===== config.mk =====
export PLATFORM = sky130hd
export DESIGN_NAME = ks_add_sched
export DESIGN_NICKNAME = d
export VERILOG_FILES = /design/src/rtl/ks_add_sched.sv
export SDC_FILE = /design/constraint.sdc
export NUM_CORES = 1
export LEC_CHECK = 0
export BUFFER_PORTS_ARGS = -buffer_cell sky130_fd_sc_hd__buf_2
export CORE_ASPECT_RATIO = 0.75
export CORE_MARGIN = 5
export CORE_UTILIZATION = 35
export CTS_CLUSTER_SIZE = 20
export DETAILED_ROUTE_END_ITERATION = 8
export GPL_TIMING_DRIVEN = 0
export PLACE_DENSITY = 0.73
export SLEW_MARGIN = 20
export SYNTH_ARGS = -nofsm -noshare
export SYNTH_HDL_FRONTEND = slang
export SYNTH_SLANG_ARGS = --single-unit

===== constraint.sdc =====
create_clock -name clk -period 4.7 [get_ports clk]
set_input_delay 0.705 -clock clk [delete_from_list [all_inputs] [get_ports clk]]
set_output_delay 0.705 -clock clk [all_outputs]
set_load 0.02 [all_outputs]

===== src/rtl/ks_add_sched.sv =====
// Round-robin scheduler sharing one external 8-bit Kogge-Stone adder between two
// requesters; a 32-bit add takes 4 slice cycles. Optional KS_OVF_EN adds a signed overflow flag.
`timescale 1ns/1ps
module ks_add_sched (
  input  logic        clk,
  input  logic        rst,
  input  logic        req0,
  input  logic        req1,
  input  logic [31:0] a0,
  input  logic [31:0] b0,
  input  logic [31:0] a1,
  input  logic [31:0] b1,
  input  logic        cin0,
  input  logic        cin1,
  output logic        gnt0,
  output logic        gnt1,
  output logic        busy,
  output logic [7:0]  slice_a,
  output logic [7:0]  slice_b,
  output logic        slice_cin,
  input  logic [7:0]  slice_sum,
  input  logic        slice_cout,
  output logic        done,
  output logic        done_id,
  output logic [31:0] sum,
  output logic        cout
`ifdef KS_OVF_EN
  ,
  output logic        ovf
`endif
);

  typedef enum logic [1:0] {
    S_IDLE = 2'd0,
    S_RUN  = 2'd1,
    S_DONE = 2'd2
  } state_t;

  state_t      state_q, state_d;
  logic [1:0]  idx_q, idx_d;
  logic        carry_q, carry_d;
  logic        lp_q, lp_d;
  logic [31:0] a_q, a_d;
  logic [31:0] b_q, b_d;
  logic        cin_q, cin_d;
  logic        id_q, id_d;
  logic [31:0] sum_q, sum_d;
  logic        cout_q, cout_d;
  logic        done_id_q, done_id_d;
  logic        sel1;
`ifdef KS_OVF_EN
  logic        ovf_q, ovf_d;
`endif

  // On a tie the requester that was not served last wins.
  assign sel1 = req1 && (!req0 || !lp_q);

  always_comb begin
    state_d   = state_q;
    idx_d     = idx_q;
    carry_d   = carry_q;
    lp_d      = lp_q;
    a_d       = a_q;
    b_d       = b_q;
    cin_d     = cin_q;
    id_d      = id_q;
    sum_d     = sum_q;
    cout_d    = cout_q;
    done_id_d = done_id_q;
`ifdef KS_OVF_EN
    ovf_d     = ovf_q;
`endif
    gnt0      = 1'b0;
    gnt1      = 1'b0;
    slice_a   = '0;
    slice_b   = '0;
    slice_cin = 1'b0;

    unique case (state_q)
      S_IDLE: begin
        if ((req0 || req1) && !rst) begin
          gnt0    = !sel1;
          gnt1    = sel1;
          a_d     = sel1 ? a1 : a0;
          b_d     = sel1 ? b1 : b0;
          cin_d   = sel1 ? cin1 : cin0;
          id_d    = sel1;
          lp_d    = sel1;
          idx_d   = 2'd0;
          carry_d = 1'b0;
          state_d = S_RUN;
        end
      end
      S_RUN: begin
        slice_a   = a_q[{idx_q, 3'b000} +: 8];
        slice_b   = b_q[{idx_q, 3'b000} +: 8];
        slice_cin = (idx_q == 2'd0) ? cin_q : carry_q;
        sum_d[{idx_q, 3'b000} +: 8] = slice_sum;
        carry_d   = slice_cout;
        idx_d     = idx_q + 2'd1;
        if (idx_q == 2'd3) begin
          // Flags and id are committed only here so they stay stable from DONE to DONE.
          cout_d    = slice_cout;
          done_id_d = id_q;
`ifdef KS_OVF_EN
          ovf_d     = (a_q[31] == b_q[31]) && (slice_sum[7] != a_q[31]);
`endif
          state_d   = S_DONE;
        end
      end
      S_DONE: begin
        state_d = S_IDLE;
      end
      default: begin
        state_d = S_IDLE;
      end
    endcase
  end

  always_ff @(posedge clk) begin
    if (rst) begin
      state_q   <= S_IDLE;
      idx_q     <= '0;
      carry_q   <= 1'b0;
      lp_q      <= 1'b1;
      a_q       <= '0;
      b_q       <= '0;
      cin_q     <= 1'b0;
      id_q      <= 1'b0;
      sum_q     <= '0;
      cout_q    <= 1'b0;
      done_id_q <= 1'b0;
`ifdef KS_OVF_EN
      ovf_q     <= 1'b0;
`endif
    end else begin
      state_q   <= state_d;
      idx_q     <= idx_d;
      carry_q   <= carry_d;
      lp_q      <= lp_d;
      a_q       <= a_d;
      b_q       <= b_d;
      cin_q     <= cin_d;
      id_q      <= id_d;
      sum_q     <= sum_d;
      cout_q    <= cout_d;
      done_id_q <= done_id_d;
`ifdef KS_OVF_EN
      ovf_q     <= ovf_d;
`endif
    end
  end

  assign busy    = (state_q != S_IDLE);
  assign done    = (state_q == S_DONE);
  assign done_id = done_id_q;
  assign sum     = sum_q;
  assign cout    = cout_q;
`ifdef KS_OVF_EN
  assign ovf     = ovf_q;
`endif

endmodule

## After elaboration in Yosys (flattened, before gate mapping)

Cells that the tools add are included.

| cells by class | value |
|---|---|
| add/subtract/negate cells | 2 |
| eq/ne operators | 5 |
| shift-type cells | 4 |
| muxes and demuxes | 19 |
| reductions and logical operators | 16 |

Operator list:

| cell | count |
|---|---|
| 32-bit 2-to-1 mux | 2 |
| 32-bit by 6-bit indexed part select with 8-bit output | 2 |
| 32-bit bitwise mux | 1 |
| 8-bit by 7-bit variable shift with 32-bit output, first input constant | 1 |
| 8-bit by 7-bit indexed part select with 32-bit output | 1 |
| 8-bit 2-to-1 mux | 2 |
| 1-bit 2-to-1 mux | 8 |
| 2-bit case mux with 2 select lines | 2 |
| 2-bit AND reduction | 4 |
| 5-bit negator with 7-bit output | 1 |
| 2-bit 2-to-1 mux | 3 |
| 2-bit == test, second input constant | 2 |
| 1-bit logical NOT | 4 |
| 2-bit logical NOT | 2 |
| 2-bit inequality test, second input constant | 2 |
| 2-bit nonzero test | 2 |
| 2-bit by 1-bit adder with 2-bit output, second input constant | 1 |
| 2-bit by 1-bit == test with 1-bit output, second input constant | 1 |
| 1-bit logical AND | 2 |
| 1-bit logical OR | 2 |
| 1-bit case mux with 2 select lines | 1 |

| word-level totals | value |
|---|---|
| register bits after elaboration | 106 |
| bits of input ports | 143 |
| output and inout bits | 55 |

## Logic depth before layout (Yosys ltp)

| logic depth | value |
|---|---|
| word-level depth | 6 |
| gate-level depth with buffers | 8 |
| mapped depth without buffers | 5 |

## Worst setup path after synthesis

Ideal clock, no wire load.

| timing | value |
|---|---|
| path type | input -> output |
| from | in rst |
| to | out gnt1 |
| arrival time | 1.720 ns |
| required time | 3.995 ns |
| path slack | 2.275 ns |
| stages on the path | 4 |
| path buffers | 2 |
| cells stage by stage | or3_1 -> clkbuf_1 -> clkbuf_1 -> nor2_1 |

| between the ends | value |
|---|---|
| longest elaborated chain between the ends | 4 |

Ends and longest elaborated chain:

| item | RTL line | source |
|---|---|---|
| start, declared | 6 | `input logic rst,` |
| 1-bit logical NOT | 81 | `if ((req0 \|\| req1) && !rst) begin` |
| 1-bit logical AND | 81 |  |
| 1-bit 2-to-1 mux | 81 |  |
| 1-bit 2-to-1 mux | 79 | `unique case (state_q)` |
| end, declared | 16 | `output logic gnt1,` |

No other way between the ends.

## Final worst setup path

| timing | value |
|---|---|
| from | reg idx_q[1] |
| to | out slice_cin |

| between the ends | value |
|---|---|
| longest elaborated chain between the ends | 3 |

Ends and longest elaborated chain:

| item | RTL line | source |
|---|---|---|
| start, declared | 40 | `logic [1:0] idx_q, idx_d;` |
| start signal, assigned | 138 | `idx_q <= idx_d;` |
| 2-bit logical NOT | 97 | `slice_cin = (idx_q == 2'd0) ? cin_q : carry_q;` |
| 1-bit 2-to-1 mux | 97 |  |
| 1-bit 2-to-1 mux | 79 |  |
| end, declared | 20 | `output logic slice_cin,` |

No other way between the ends.

==> impl_metrics.json <==
{
  "max_slew_margin": 0.522,
  "post_cts_buffers": 0,
  "rsz0062_at_grt": "no",
  "dp_hpwl_mm": 12.8,
  "dieArea_um2": 16100,
  "power.leakage_uw": 0.00296,
  "hold_class": "register to register",
  "grt_usage": 0.204,
  "yosysWarnings": 0,
  "path_buf_inv": 4,
  "critPathTopFamily": "buffers and inverters",
  "die_y_um": 111,
  "cts-root-buf": "clkbuf_16",
  "vias": 4668,
  "clockBufferDepth": 2,
  "grt.overflow.total": 0,
  "start_util": 0.352,
  "fillCellCount": 1338,
  "ff_latch_area_um2": 2120,
  "fin_total_pwr_uw": 2250,
  "worst_slew_pin_slew_ns": 0.716,
  "crit_top_cell": "buf_2",
  "max_freq_mhz": 301,
  "final_cells": 875,
  "startpoint_type": "register",
  "synth_fp_nets": 635,
  "clkTransAtPathRegs_ns": 0.06,
  "core_area_um2": 13600,
  "wl_mm": 16.7,
  "slowest_stage": "clkbuf_1",
  "grt_max_degree": 17,
  "cp_data_required_time_ns": 3.99,
  "first_global_vias": 4694,
  "period_needed_ns": 3.32,
  "drt-pass1-iter-count": 5,
  "finalSetupViolations": 0,
  "routed-wl-met2_mm": 7.35,
  "yosysTopAreaCellShare": 0.444,
  "insertion_delay_ns": 0.34,
  "yosys.area.top_type": "dfxtp_1",
  "synth_edf_count": 0,
  "cts_tree": "built",
  "antenna_found_initial": 1,
  "postSynthCellCount": 487,
  "area_growth_pct": 31.3,
  "grt_pass1_wl_mm": 25.5,
  "synth_area_leaders": "dfxtp_1 (44%), a221o_1 (12%), mux4_2 (7.5%)",
  "ys_types": 40,
  "htree_num_levels": 3,
  "final_util": 0.462,
  "rows": 37,
  "dpl_cell_area_um2": 5980,
  "hold_viol_final": 0,
  "clock-skew-final_ns": 0.00678,
  "viasPerCell": 5.33,
  "synth_most_common_cell": "dfxtp_1",
  "synth_seq_cells": 106,
  "synthesis.area_um2": 4780,
  "place_inst": 859,
  "ant_nets": 0,
  "crit_path_end_kind": "output port",
  "worstRegToRegCells": 8,
  "crit_arrival_ns": 2.62,
  "topRoutingLayerUsed": "met4",
  "top_level_ports": 198,
  "slew_violations": 0,
  "cts.sinks": 106,
  "fin_area_um2": 6270,
  "ys_seq_area_frac": 0.444,
  "setup.worst_path.class": "register to output port",
  "async_flop_share": 0,
  "tns_ns": 0,
  "critPathMaxStageDelay_ns": 0.56,
  "run_status": "completed",
  "power.density_nw_per_um2": 359,
  "hold_buffers": 0,
  "ir_worst_vdd_uv": 261,
  "fin_nets": 843,
  "post_cts_resized": 0,
  "drc": 0,
  "fin_crit_sh": 0.707,
  "postSynthAreaPerCell_um2": 9.81,
  "hold_depth": 2,
  "wl_per_cell_um": 19.1,
  "max_cap_viol_count": 0,
  "crit_cells": 7,
  "numCtsBuffers": 9,
  "cp_max_fo": 10,
  "synth_ff_type": "dfxtp_1",
  "drive_gt1_frac": 0.346,
  "wl_met3_mm": 1.35,
  "multiInputGateArea_um2": 2240,
  "cp_cell_sequence": "buf_2 -> clkbuf_1 -> inv_1 -> ha_1 -> mux2i_1 -> nor2_1 -> buf_2",
  "io_buffers": 197,
  "wl_met1_mm": 7.74,
  "drt_iter0_drc": 346,
  "die_x_um": 145,
  "synth_common_cells": "dfxtp_1 (106), inv_1 (60), a221o_1 (56), nor3_1 (56), clkbuf_1 (29)",
  "gp_congestion": 0.876
}
==> cell type report <==
type                    instances  area share
diodes                          1    0.000399
plain buffers                  43      0.0301
clock buffers                  11      0.0371
clock inverters                 4     0.00858
inverters                      61      0.0365
multi-input cells             277       0.357
flip-flops and latches        106       0.338
well taps                     175      0.0349
repair buffers                197       0.157
==> power by group <==
part	internal [µW]	switching, µW	leakage [µW]
registers	975	47.7	0.000868
logic	207	277	0.00196
clock network	412	332	0.000132
==> cells by family (layout without fill, tap and decap cells) <==
family | after synthesis | count (layout) | synth area share
AND/OR/NAND/NOR | 134 | 134 | 0.149
AO/OA/AOI/OAI | 112 | 112 | 0.209
flip-flops | 106 | 106 | 0.444
buffers and inverters | 104 | 316 | 0.0875
multiplexers | 26 | 26 | 0.0964
adder cells (fa/ha/maj) | 5 | 5 | 0.0131
other | 0 | 1 | 0
==> path summary, 6_finish.rpt <==
check,start,to,slack (ns)
min,sum[27],sum[27],0.45
min reg2reg,sum[27],sum[27],0.45
max,idx_q[1],slice_cin,1.38
max reg2reg,idx_q[1],sum[28],1.63
==> through the flow <==
| step | setup slack (ns) | hold slack, ns |
|---|---|---|
| 2_1_floorplan | 2.28 | 0.426 |
| 3_5_place_dp | 1.66 | 0.445 |
| 3_3_place_gp | 1.72 | 0.437 |
| 5_1_grt | 1.24 | 0.478 |
| 6_report | 1.38 | 0.453 |
| 4_1_cts | 1.35 | 0.453 |
==> sequential cells by signal (all words and copies together), names as in the netlist <==
register and flops:
a_q 32, b_q 32, sum 32, idx_q 2
state_q 2, carry_q 1, cin_q 1, cout 1
done_id 1, id_q 1, lp_q 1
==> layer usage <==
metal | track usage | vias to the layer above
met5 | 0 | -
met4 | 0.0572 | 0
met3 | 0.0423 | 14
met2 | 0.307 | 222
met1 | 0.295 | 2210
li1 | - | 2222
==> worst register-to-register path: stages (launching register included) <==
cell      delay (ns)
dfxtp_1         0.36
buf_2           0.34
clkbuf_1        0.56
inv_1           0.19
ha_1            0.36
nor3b_1         0.46
clkbuf_1        0.42
nand4b_1        0.15
a21oi_1         0.16
==> cell usage in the layout, fill, tap and decap left out, drive strengths merged, types with 2 or more instances in the layout <==
master and count:
buf 211, dfxtp 106, inv 60, nor3 56
a221o 56, clkbuf 40, nor2 24, a32oi 20
mux4 16, and2 16, nand2 13, mux2i 10
o2bb2ai 9, a21oi 9, a22o 6, nand3b 5
ha 5, nand3 4, o21ai 4, and3b 3
o211ai 3, or2 2, nor2b 2, nand4b 2
clkinvlp 2, clkinv 2, nor3b 2
No activity file was read; power rests on OpenSTA's default activity.
